`config.mk`:
```
export PLATFORM = sky130hd
export DESIGN_NAME = uart_multi_monitor
export DESIGN_NICKNAME = d
export VERILOG_FILES = /design/src/rtl/uart_multi_monitor.sv
export SDC_FILE = /design/constraint.sdc
export NUM_CORES = 1
export LEC_CHECK = 0
export CAP_MARGIN = 20
export CORE_MARGIN = 2
export CORE_UTILIZATION = 63
export CTS_BUF_LIST = sky130_fd_sc_hd__clkbuf_8
export DETAILED_ROUTE_END_ITERATION = 12
export GPL_TIMING_DRIVEN = 0
export HOLD_SLACK_MARGIN = 0.03
export PLACE_DENSITY = 0.95
export SLEW_MARGIN = 20
export SYNTH_ARGS = -nofsm -noshare
export SYNTH_HDL_FRONTEND = slang
export SYNTH_SLANG_ARGS = --single-unit
```
`constraint.sdc`:
```
create_clock -name clk -period 5.3 [get_ports clk]
set_input_delay 1.06 -clock clk [delete_from_list [all_inputs] [get_ports clk]]
set_output_delay 1.06 -clock clk [all_outputs]
set_load 0.005 [all_outputs]
```
`src/rtl/uart_multi_monitor.sv`:
```
// uart_multi_monitor: multi-channel UART loopback and line monitor.
// Each channel synchronises its rx line, drives a registered loopback tx
// (idle high when loopback is off), exposes registered rx/tx taps, counts
// good 8N1 frames and framing errors, and flags recent line activity.
// Optional build macro: UART_BREAK_DETECT_EN adds per-channel line-break
// detection; when it is undefined break_det is tied low.
// state_dbg exposes each channel's frame FSM state (2 bits per channel,
// ch i at [2*i +: 2]; 0=IDLE 1=START 2=DATA 3=STOP).
module uart_multi_monitor #(
  parameter int CHANNELS     = 4,
  parameter int SYNC_STAGES  = 2,
  parameter int CLKS_PER_BIT = 868,
  parameter int CNT_W        = 16,
  parameter int ACT_CYCLES   = 1000000
) (
  input  logic                      clk,
  input  logic                      rst_n,
  input  logic [CHANNELS-1:0]       rx,
  input  logic [CHANNELS-1:0]       loopback_enable,
  input  logic                      cnt_clear,
  output logic [CHANNELS-1:0]       tx,
  output logic [CHANNELS-1:0]       rx_monitor,
  output logic [CHANNELS-1:0]       tx_monitor,
  output logic [CHANNELS*CNT_W-1:0] frame_cnt,
  output logic [CHANNELS*CNT_W-1:0] ferr_cnt,
  output logic [CHANNELS-1:0]       active,
  output logic [CHANNELS-1:0]       break_det,
  output logic [2*CHANNELS-1:0]     state_dbg
);

  localparam int BT_W  = $clog2(CLKS_PER_BIT);
  localparam int ACT_W = $clog2(ACT_CYCLES + 1);

  localparam logic [BT_W-1:0]  BT_HALF  = BT_W'(CLKS_PER_BIT / 2 - 1);
  localparam logic [BT_W-1:0]  BT_FULL  = BT_W'(CLKS_PER_BIT - 1);
  localparam logic [ACT_W-1:0] ACT_LOAD = ACT_W'(ACT_CYCLES);
  localparam logic [CNT_W-1:0] CNT_MAX  = '1;

  typedef enum logic [1:0] {
    S_IDLE  = 2'd0,
    S_START = 2'd1,
    S_DATA  = 2'd2,
    S_STOP  = 2'd3
  } state_t;

  for (genvar g = 0; g < CHANNELS; g++) begin : g_ch
    logic [SYNC_STAGES-1:0] sync_q;
    logic                   rx_s;
    logic                   rx_prev;
    logic                   tx_q;
    logic                   rx_mon_q;
    logic                   tx_mon_q;
    state_t                 state_q;
    state_t                 state_d;
    logic [BT_W-1:0]        bt_q;
    logic [BT_W-1:0]        bt_d;
    logic [2:0]             bi_q;
    logic [2:0]             bi_d;
    logic                   frame_inc;
    logic                   ferr_inc;
    logic [CNT_W-1:0]       frame_q;
    logic [CNT_W-1:0]       ferr_q;
    logic [ACT_W-1:0]       act_q;
    logic                   active_q;

    assign rx_s = sync_q[SYNC_STAGES-1];

    // Metastability synchroniser for the asynchronous rx line; idles high.
    always_ff @(posedge clk or negedge rst_n) begin
      if (!rst_n) sync_q <= '1;
      else        sync_q <= {sync_q[SYNC_STAGES-2:0], rx[g]};
    end

    // Loopback output, monitor taps and the previous rx_s used for edge detection.
    always_ff @(posedge clk or negedge rst_n) begin
      if (!rst_n) begin
        rx_prev  <= 1'b1;
        tx_q     <= 1'b1;
        rx_mon_q <= 1'b1;
        tx_mon_q <= 1'b1;
      end else begin
        rx_prev  <= rx_s;
        tx_q     <= loopback_enable[g] ? rx_s : 1'b1;
        rx_mon_q <= rx_s;
        tx_mon_q <= tx_q;
      end
    end

    // Frame FSM state, bit timer and bit index registers.
    always_ff @(posedge clk or negedge rst_n) begin
      if (!rst_n) begin
        state_q <= S_IDLE;
        bt_q    <= '0;
        bi_q    <= '0;
      end else begin
        state_q <= state_d;
        bt_q    <= bt_d;
        bi_q    <= bi_d;
      end
    end

    // Frame FSM next state: mid-bit sampling of start, 8 data bits and stop bit.
    always_comb begin
      state_d   = state_q;
      bt_d      = bt_q + BT_W'(1);
      bi_d      = bi_q;
      frame_inc = 1'b0;
      ferr_inc  = 1'b0;
      case (state_q)
        S_IDLE: begin
          bt_d = '0;
          if (rx_prev && !rx_s) state_d = S_START;
        end
        S_START: begin
          if (bt_q == BT_HALF) begin
            bt_d    = '0;
            bi_d    = '0;
            state_d = rx_s ? S_IDLE : S_DATA;
          end
        end
        S_DATA: begin
          if (bt_q == BT_FULL) begin
            bt_d = '0;
            bi_d = bi_q + 3'd1;
            if (bi_q == 3'd7) state_d = S_STOP;
          end
        end
        S_STOP: begin
          if (bt_q == BT_FULL) begin
            bt_d      = '0;
            state_d   = S_IDLE;
            frame_inc = rx_s;
            ferr_inc  = !rx_s;
          end
        end
        default: state_d = S_IDLE;
      endcase
    end

    // Saturating frame/error counters; a clear overrides a same-cycle increment.
    always_ff @(posedge clk or negedge rst_n) begin
      if (!rst_n) begin
        frame_q <= '0;
        ferr_q  <= '0;
      end else if (cnt_clear) begin
        frame_q <= '0;
        ferr_q  <= '0;
      end else begin
        if (frame_inc && frame_q != CNT_MAX) frame_q <= frame_q + CNT_W'(1);
        if (ferr_inc && ferr_q != CNT_MAX)   ferr_q  <= ferr_q + CNT_W'(1);
      end
    end

    // Activity timer: reload on any rx_s edge, otherwise count down to zero.
    always_ff @(posedge clk or negedge rst_n) begin
      if (!rst_n) begin
        act_q    <= '0;
        active_q <= 1'b0;
      end else begin
        if (rx_s != rx_prev)   act_q <= ACT_LOAD;
        else if (act_q != '0)  act_q <= act_q - ACT_W'(1);
        active_q <= (act_q != '0);
      end
    end

`ifdef UART_BREAK_DETECT_EN
    localparam int BRK_LIM = 10 * CLKS_PER_BIT;
    localparam int BRK_W   = $clog2(BRK_LIM + 1);
    localparam logic [BRK_W-1:0] BRK_MAX = BRK_W'(BRK_LIM);

    logic [BRK_W-1:0] low_q;
    logic [BRK_W-1:0] low_d;
    logic             brk_q;

    // Next low-run length: zero while high, saturating count while low.
    always_comb begin
      low_d = '0;
      if (!rx_s) low_d = (low_q == BRK_MAX) ? BRK_MAX : low_q + BRK_W'(1);
    end

    // Break flag asserts once the line has been low for ten bit times.
    always_ff @(posedge clk or negedge rst_n) begin
      if (!rst_n) begin
        low_q <= '0;
        brk_q <= 1'b0;
      end else begin
        low_q <= low_d;
        brk_q <= (low_d == BRK_MAX);
      end
    end

    assign break_det[g] = brk_q;
`else
    assign break_det[g] = 1'b0;
`endif

    assign tx[g]                         = tx_q;
    assign rx_monitor[g]                 = rx_mon_q;
    assign tx_monitor[g]                 = tx_mon_q;
    assign frame_cnt[g*CNT_W +: CNT_W]   = frame_q;
    assign ferr_cnt[g*CNT_W +: CNT_W]    = ferr_q;
    assign active[g]                     = active_q;
    assign state_dbg[2*g +: 2]           = state_q;
  end

endmodule

```
== After elaboration in Yosys (flattened, before gate mapping) ==
Cells that the tools add are included.
Widths: inputs -> output; s select.
Storage, ports and cells
  flip-flop bits (word level): 292
  input port bits: 11
  output and inout bits: 156
  logic and storage cells: 268
Operators by class
  add/subtract/negate cells: 20
  equality and inequality tests: 56
  muxes and demuxes: 96
  reductions and logical operators: 52
Operators with widths (number)
  $mux 16: 16
  $mux 20: 8
  $add 16x1->16 const B: 8
  $ne 16x16->1 const B: 8
  $pmux 10 s3: 4
  $mux 10: 8
  $reduce_bool 20->1: 4
  $sub 20x1->20 const B: 4
  $mux 2: 24
  $add 10x1->10 const B: 4
  $eq 10x10->1 const B: 4
  $eq 10x9->1 const B: 4
  $ne 2x2->1 const B: 20
  $pmux 2 s4: 4
  $reduce_bool 2->1: 16
  $mux 3: 8
  $pmux 3 s2: 4
  $mux 1: 20
  $reduce_and 5->1: 4
  $eq 2x2->1 const B: 8
  $add 3x1->3 const B: 4
  $eq 3x3->1 const B: 4
  $logic_and 1x1->1: 12
  $reduce_and 3->1: 4
  5 further kinds: 20

== Logic depth before layout (Yosys ltp) ==
Gate-level depths: netlist of the first run.
  word-level depth: 6
  gate-level depth with buffers: 8
  mapped depth without buffers: 7

== Worst setup path before layout of the first run ==
Ideal clock, no wire load.
  path type: register -> register
  start: reg g_ch[2].bt_q[0]
  end: reg g_ch[2].ferr_q[15]
  library setup time: 0.078 ns
  arrival: 2.186 ns
  required time: 5.222 ns
  slack: 3.036 ns
  cell stages (with the launch flop): 7
  path buffers: 0
  period minus slack after synthesis: 2.264 ns
  cell sequence: dfrtp_1 ha_1 nand4bb_4 or4b_4 a2111o_1 or3_1 a21oi_1
On the way
  longest elaborated chain between the ends: 5
Ends and longest elaborated chain
  from (decl): RTL line 55  | logic [BT_W-1:0] bt_q;
  from (signal assigned): RTL line 97  | bt_q <= bt_d;
  $eq 10x10->1: RTL line 129  | if (bt_q == BT_FULL) begin
  $mux 1: RTL line 129
  $mux 1: RTL line 109  | case (state_q)
  $logic_and 1x1->1: RTL line 150  | if (ferr_inc && ferr_q != CNT_MAX) ferr_q <= ferr_q + CNT_W'(1);
  $reduce_bool 2->1 (no line)
  to (signal assigned): RTL line 150
  to (decl): RTL line 62  | logic [CNT_W-1:0] ferr_q;
No other way between the ends.
A chain may end at the register's enable or synchronous reset.

== Worst setup path after layout of the first run ==
  start: reg g_ch[1].tx_q
  end: out tx[1]
RTL lines
  from (decl): RTL line 50  | logic tx_q;
  from (signal assigned): RTL line 83  | tx_q <= loopback_enable[g] ? rx_s : 1'b1;
  to (decl): RTL line 21  | output logic [CHANNELS-1:0] tx,
No word-level cell between the ends.

==> results.txt, run 1 <==
clock skew: 35.4 ps
First DRT Iteration DRCs: 1426
Lkg Pwr: 0.00749 uW
sequential share of the synthesized area: 47.9%
post-route setup TNS: 0 ps
pwr dens: 294 nW/um2
Yosys cell types: 75
Die H: 160 um
critical path peak fanout: 2
die area: 25600 um2
count leader, synth: dfrtp_1
Slew Viols, Final: 0
vias after detailed routing: 13.3k
row cnt: 57
hold buffer count at CTS: 0
Avg Cell Area, Syn: 9.76 um2
largest net degree at the start of global routing: 102
cell taking the most area after synthesis: dfrtp_1
DP Cell Count: 2061
# nets final: 1834
num ports: 167
synthesized area: 15300 um2
routability cong.: 0.905
Clk Latency, worst-skew pair: 580 ps
critical setup path kind: reg2out
total CTS buffers: 48
Final setup viols: 0
#FFs+latches synth: 292
predominant post-synthesis flop cell: dfrtp_1
Worst setup EP type: primary output
CTS Buffer Depth: 3
Synth async-reset ratio: 100%
diode count: 0
WHS: 329 ps
TritonCTS clock tree: built
Commonest cells post-synth: dfrtp_1, nor2_1, nand2_1
Final min period: 2770 ps
Avg Vias per Cell: 6.21
RSZ-0062 raised after global routing: no
setup bufs post-CTS: 0
H-Tree Depth: 2
clock sink total: 292
f_max: 361 MHz
Yosys Warn Count: 0
Hold Crit Class: in2async
Die X: 160 um
Tot GR Track Use: 30.5%
starting density of the core: 63.5%
post-route worst setup slack: 2530 ps
Core Box Area: 24100 um2
Arr. time, crit path: 1710 ps
ANT nets after route: 0
worst path required time: 4240 ps
P&R area growth vs syn: 20.4%
Buffers on Ports: 161
clock root cell: clkbuf_8
Worst-Margin Slew: 869 ps
Max-slew headroom: 42.1%
gr ovfl total: 0
drt pass-1 iters: 6
global-route wire length before repair: 64800 um
Setup crit start kind: flop
Post-DP HPWL: 26300 um
final hold violations: 0
Synth top area share: 44.4%
layout cell share with drive strength beyond 1: 8.17%
initial antenna violation count: 0
ranking of synthesized cells by area: dfrtp_1, xnor2_1, nor2_1
vias in the first global route: 13.2k
DRC Markers: 0
maxcap violations: 0
Post-Layout Cell Count: 2148
Post-synth EDFFs: 0
synthesized instance count: 1570
Clock transition at path regs: 70 ps
crit share post-route: 52.3%
status: completed
dpl ws: 2630 ps
worst vdd ir: 0.000287 V
routed wire length: 38900 um
Routed WL per cell: 18.1 um
Post-CTS Resized: 0
-- per-layer routing --
metal	vias up	part of all wire [%]	track usage, %
li1	6047	-	-
met1	6511	39	37.7
met2	650	50	52.7
met3	141	7.2	5.84
met4	0	4.1	13.0
met5	-	0	0
-- cell families after synthesis --
| logic type | after synthesis | share of synthesized area [%] |
|---|---|---|
| AOI/OAI and AO/OA | 222 | 9.12 |
| xor gates and xnor gates | 152 | 8.69 |
| adders and majority gates | 36 | 2.94 |
| buffers and inverters | 112 | 3.38 |
| DFF | 292 | 47.9 |
| muxes | 21 | 1.48 |
| other | 1 | 0.0245 |
| and+or+nand+nor | 734 | 26.5 |
-- power breakdown --
part	internal (uW)	switching [uW]
sequential	2400	200
combinational	329	428
clock	1130	940
-- placed cells by master, fill, tap and decap left out, types with 5 or more instances in the layout --
cell	n
clkbuf_8	60
nor4_1	36
nor2_1	173
nand3b_1	5
clkinv_2	9
a311oi_1	5
nor3_1	39
o31ai_1	20
ha_1	36
nand2_1	110
and3_1	33
nor2b_1	19
or4_1	29
o2111ai_1	7
buf_4	21
dfrtp_1	272
nand2b_1	10
inv_1	54
mux2i_1	17
and2_1	43
nor3b_1	10
o22ai_1	9
nand4b_1	13
xnor2_1	88
clkbuf_1	43
xor2_1	64
nand4_1	38
dfstp_2	20
o211ai_1	19
nor4b_1	6
a21oi_1	76
a21boi_0	10
or3_1	40
nand3_1	75
o21ai_0	43
clkdlybuf4s50_1	160
and4_1	27
-- registers in the layout (all words and copies together), names as in the netlist, 8 cells and up, named ones only --
name	flops
g_ch.act_q	80
g_ch.ferr_q	64
g_ch.frame_q	64
g_ch.bt_q	40
g_ch.bi_q	12
g_ch.sync_q	8
-- area by class of cell --
type	instances	area, um2
multi-input cells	1169	7480
repair buffers	164	1700
plain buffers	70	360
fillers	1497	5660
flip-flops and latches	292	7330
clock inverters	27	184
well taps	324	405
inverters	42	158
clock buffers	60	826
-- final timing paths --
kind	from	endpoint	slack, ps	cells past startpoint
max	g_ch[1].tx_q	tx[1]	2530	2
max in group asynchronous	rst_n	g_ch[0].tx_q	3890	3
min	rst_n	g_ch[3].frame_q[3]	330	1
min reg2reg	g_ch[0].tx_q	g_ch[0].tx_mon_q	350	0
max reg2reg	g_ch[2].bt_q[0]	g_ch[2].ferr_q[9]	2580	7
min in group clk	g_ch[0].tx_q	g_ch[0].tx_mon_q	350	0
-- worst max-delay path, cell delays in order, from the launching register on --
cell             delay (ps)
dfstp_2                 540
buf_4                   110
clkdlybuf4s50_1         500
-- through the flow --
step / util (%) / instance area, um2 / total power, uW
2_1_floorplan: - / 15300 / 3130
3_3_place_gp: 72.0 / 17300 / 3310
3_5_place_dp: 72.3 / 17400 / 3370
4_1_cts: 76.5 / 18400 / 5440
5_1_grt: 76.5 / 18400 / 5670
6_report: 76.5 / 18400 / 5430
Note: power is estimated with default switching activity, not from simulation.
==> run 2: changes to the inputs <==
- CORE_UTILIZATION: 63 -> 53
- PLACE_DENSITY: 0.95 -> 0.88
- clock period: 5.3 -> 2.3 ns (I/O delays scaled with it)
==> run 2 against run 1 <==
Against the previous run:
- the flow now finishes with violations (setup timing)
- sequential power increased by 130%
- critical path type is now reg2reg
- largest power group unchanged
- clock skew decreased by 11 ps
- final cell count increased by 4.3%
- die area increased by 18%
- power increased by 130%
- critical endpoint is now g_ch[2].ferr_q[9]
- utilization decreased by 9.7 points
- combinational power increased to 2.6 times the previous value
- highest routed layer unchanged
- worst setup slack got worse by 2500 ps
- first-iteration DRC count decreased by 9.2%
==> results.txt, run 2 (synthesis results as in run 1) <==
Hold EP: g_ch[2].sync_q[0]
DRC Markers: 0
largest net degree at the start of global routing: 95
worst reg2reg path depth: 6
Buffers on Ports: 161
design area: 19100 um2
diode count: 0
Post-Layout Cell Count: 2241
hold_sp: rx[2]
final hold violations: 0
total CTS buffers: 48
# nets final: 1866
post-route worst setup slack: -10.4 ps
Slew Viols, Final: 0
RSZ-0062 raised after global routing: yes
FF/Latch Area: 7340 um2
worst vdd ir: 0.000431 V
WHS: 305 ps
pwr dens: 658 nW/um2
die area: 30300 um2
Core Box Area: 28500 um2
DP Cell Count: 2121
Worst R2R Setup Slack: -10 ps
maxcap violations: 0
Worst-Margin Slew: 827 ps
num ports: 167
Clk Latency, worst-skew pair: 560 ps
Post-DP HPWL: 25500 um
RR Startpoint: g_ch[2].bt_q[2]
max reg flops: 80
starting density of the core: 53.7%
Fillers: 2154
hold depth: 1
routability cong.: 0.862
First DRT Iteration DRCs: 1295
CP top delay family: simple AND/OR/NAND/NOR gates
H-Tree Depth: 2
dpl ws: -406 ps
status: finished with violations
crit share post-route: 100%
Max stage delay cell, worst path: or4b_4
commonest non-fill, non-tap cell in the layout: dfrtp_1
routed wire length: 38300 um
Max-slew headroom: 44.4%
violated checks: setup timing
global-route wire length before repair: 61200 um
clock sink total: 292
Arr. time, crit path: 2720 ps
Lkg Pwr: 0.00772 uW
vias in the first global route: 12.6k
TritonCTS clock tree: built
commonest non-fill, non-tap cells in the layout: dfrtp_1, nor2_1, clkdlybuf4s50_1, nand2_1, xnor2_1
gr ovfl total: 0
row cnt: 62
Worst setup EP type: flop
Die X: 174 um
Clock transition at path regs: 60 ps
Buffers & Inverters on Critical Path: 1
Die H: 174 um
Routed WL per cell: 17.1 um
clock root cell: clkbuf_8
Final min period: 2310 ps
critical path peak fanout: 10
critical setup path kind: reg2reg
P&R area growth vs syn: 24.6%
Hold Crit Class: in2reg
Largest regs: g_ch.act_q x80, g_ch.ferr_q x64, g_ch.frame_q x64
slowest stage delay, CP: 590 ps
Setup crit start kind: flop
placement-stage cell area: 17500 um2
Final setup viols: 1
worst r2r dst: g_ch[2].ferr_q[9]
f_max: 433 MHz
CP cell instances: nand4bb_4 -> or4b_4 -> a21o_4 -> buf_2 -> o31ai_2 -> a21oi_2
clock skew: 24.4 ps
multi-input logic area: 7810 um2
CTS Buffer Depth: 3
initial antenna violation count: 0
vias after detailed routing: 13.1k
register bank with the most flops: g_ch.act_q
layout cell share with drive strength beyond 1: 13.1%
ANT nets after route: 0
drt pass-1 iters: 8
Avg Vias per Cell: 5.85
worst path required time: 2710 ps
Tot GR Track Use: 24.1%
PnR Total Power: 12600 uW
-- run 2: cell types whose count changed in the layout (fill, tap and decap cells not counted), moves of 5 or more --
cell / change
clkbuf_1: -7
nor4_1: -10
nor4_4: +5
a21oi_1: -6
buf_4: +33
a21oi_2: +6
nor4_2: +5
-- run 2: worst max-delay path by stage --
stage | slack, ps | to | start | cells after the start
after floorplan | 40 | g_ch[2].ferr_q[15] | g_ch[2].bt_q[0] | 6
after global placement | -11660 | g_ch[1].act_q[4] | rst_n | 1
after detailed placement | -410 | g_ch[2].frame_q[11] | g_ch[2].bt_q[0] | 6
after CTS | 4 | g_ch[0].act_q[5] | g_ch[0].sync_q[1] | 7
after global routing | -70 | g_ch[0].ferr_q[5] | g_ch[0].bt_q[1] | 7
final | -10 | g_ch[2].ferr_q[9] | g_ch[2].bt_q[2] | 6
-- run 2: what timing repair did --
item	in CTS	in global routing
setup buffers	9	23
pin swaps	6	14
resized for setup	23	63
hold buffers	1	0
endpoints found under the hold margin	43	0
setup endpoints to repair	61	115
gates cloned	0	1
-- run 2: worst reg2reg max path: cells and delay by family, from the launching register on --
family	cells	cell delay, ps
buffers and inverters	1	200
AND/OR/NAND/NOR	2	840
AO/OA/AOI/OAI	3	660
flip-flops	1	450
-- run 2: where the power goes --
| part | leakage, uW | internal [uW] | total (uW) | switching [uW] |
|---|---|---|---|---|
| clock | 0.000563 | 2430 | 4520 | 2090 |
| sequential | 0.00377 | 5540 | 6040 | 502 |
| combinational | 0.00338 | 918 | 1990 | 1070 |
| total | 0.00772 | 8890 | 12600 | 3670 |
-- run 2: per-stage QoR --
| step | utilization [%] | TNS, ps |
|---|---|---|
| final | 66.8 | -10.4 |
| after global routing | 66.8 | -721 |
| after CTS | 65.4 | 0 |
| after detailed placement | 61.3 | -5970 |
| after global placement | 61.0 | -3323070 |
| after floorplan | - | 0 |
-- run 2: per-layer routing --
layer  wire (um)  track usage (%)  up-vias
met5           0                0        -
met4         947             8.26        0
met3        2230             4.13       86
met2       18900             40.4      441
met1       16200             31.7     6456
li1            -                -     6129
-- run 2: layout make-up --
cell class | count | area share (%)
timing repair buffer | 197 | 10.2
buffer | 68 | 1.95
inverter | 42 | 0.826
clock inverter | 26 | 0.630
multi-input combinational | 1170 | 40.9
tap | 384 | 2.52
sequential | 292 | 38.5
clock buffer | 62 | 4.47
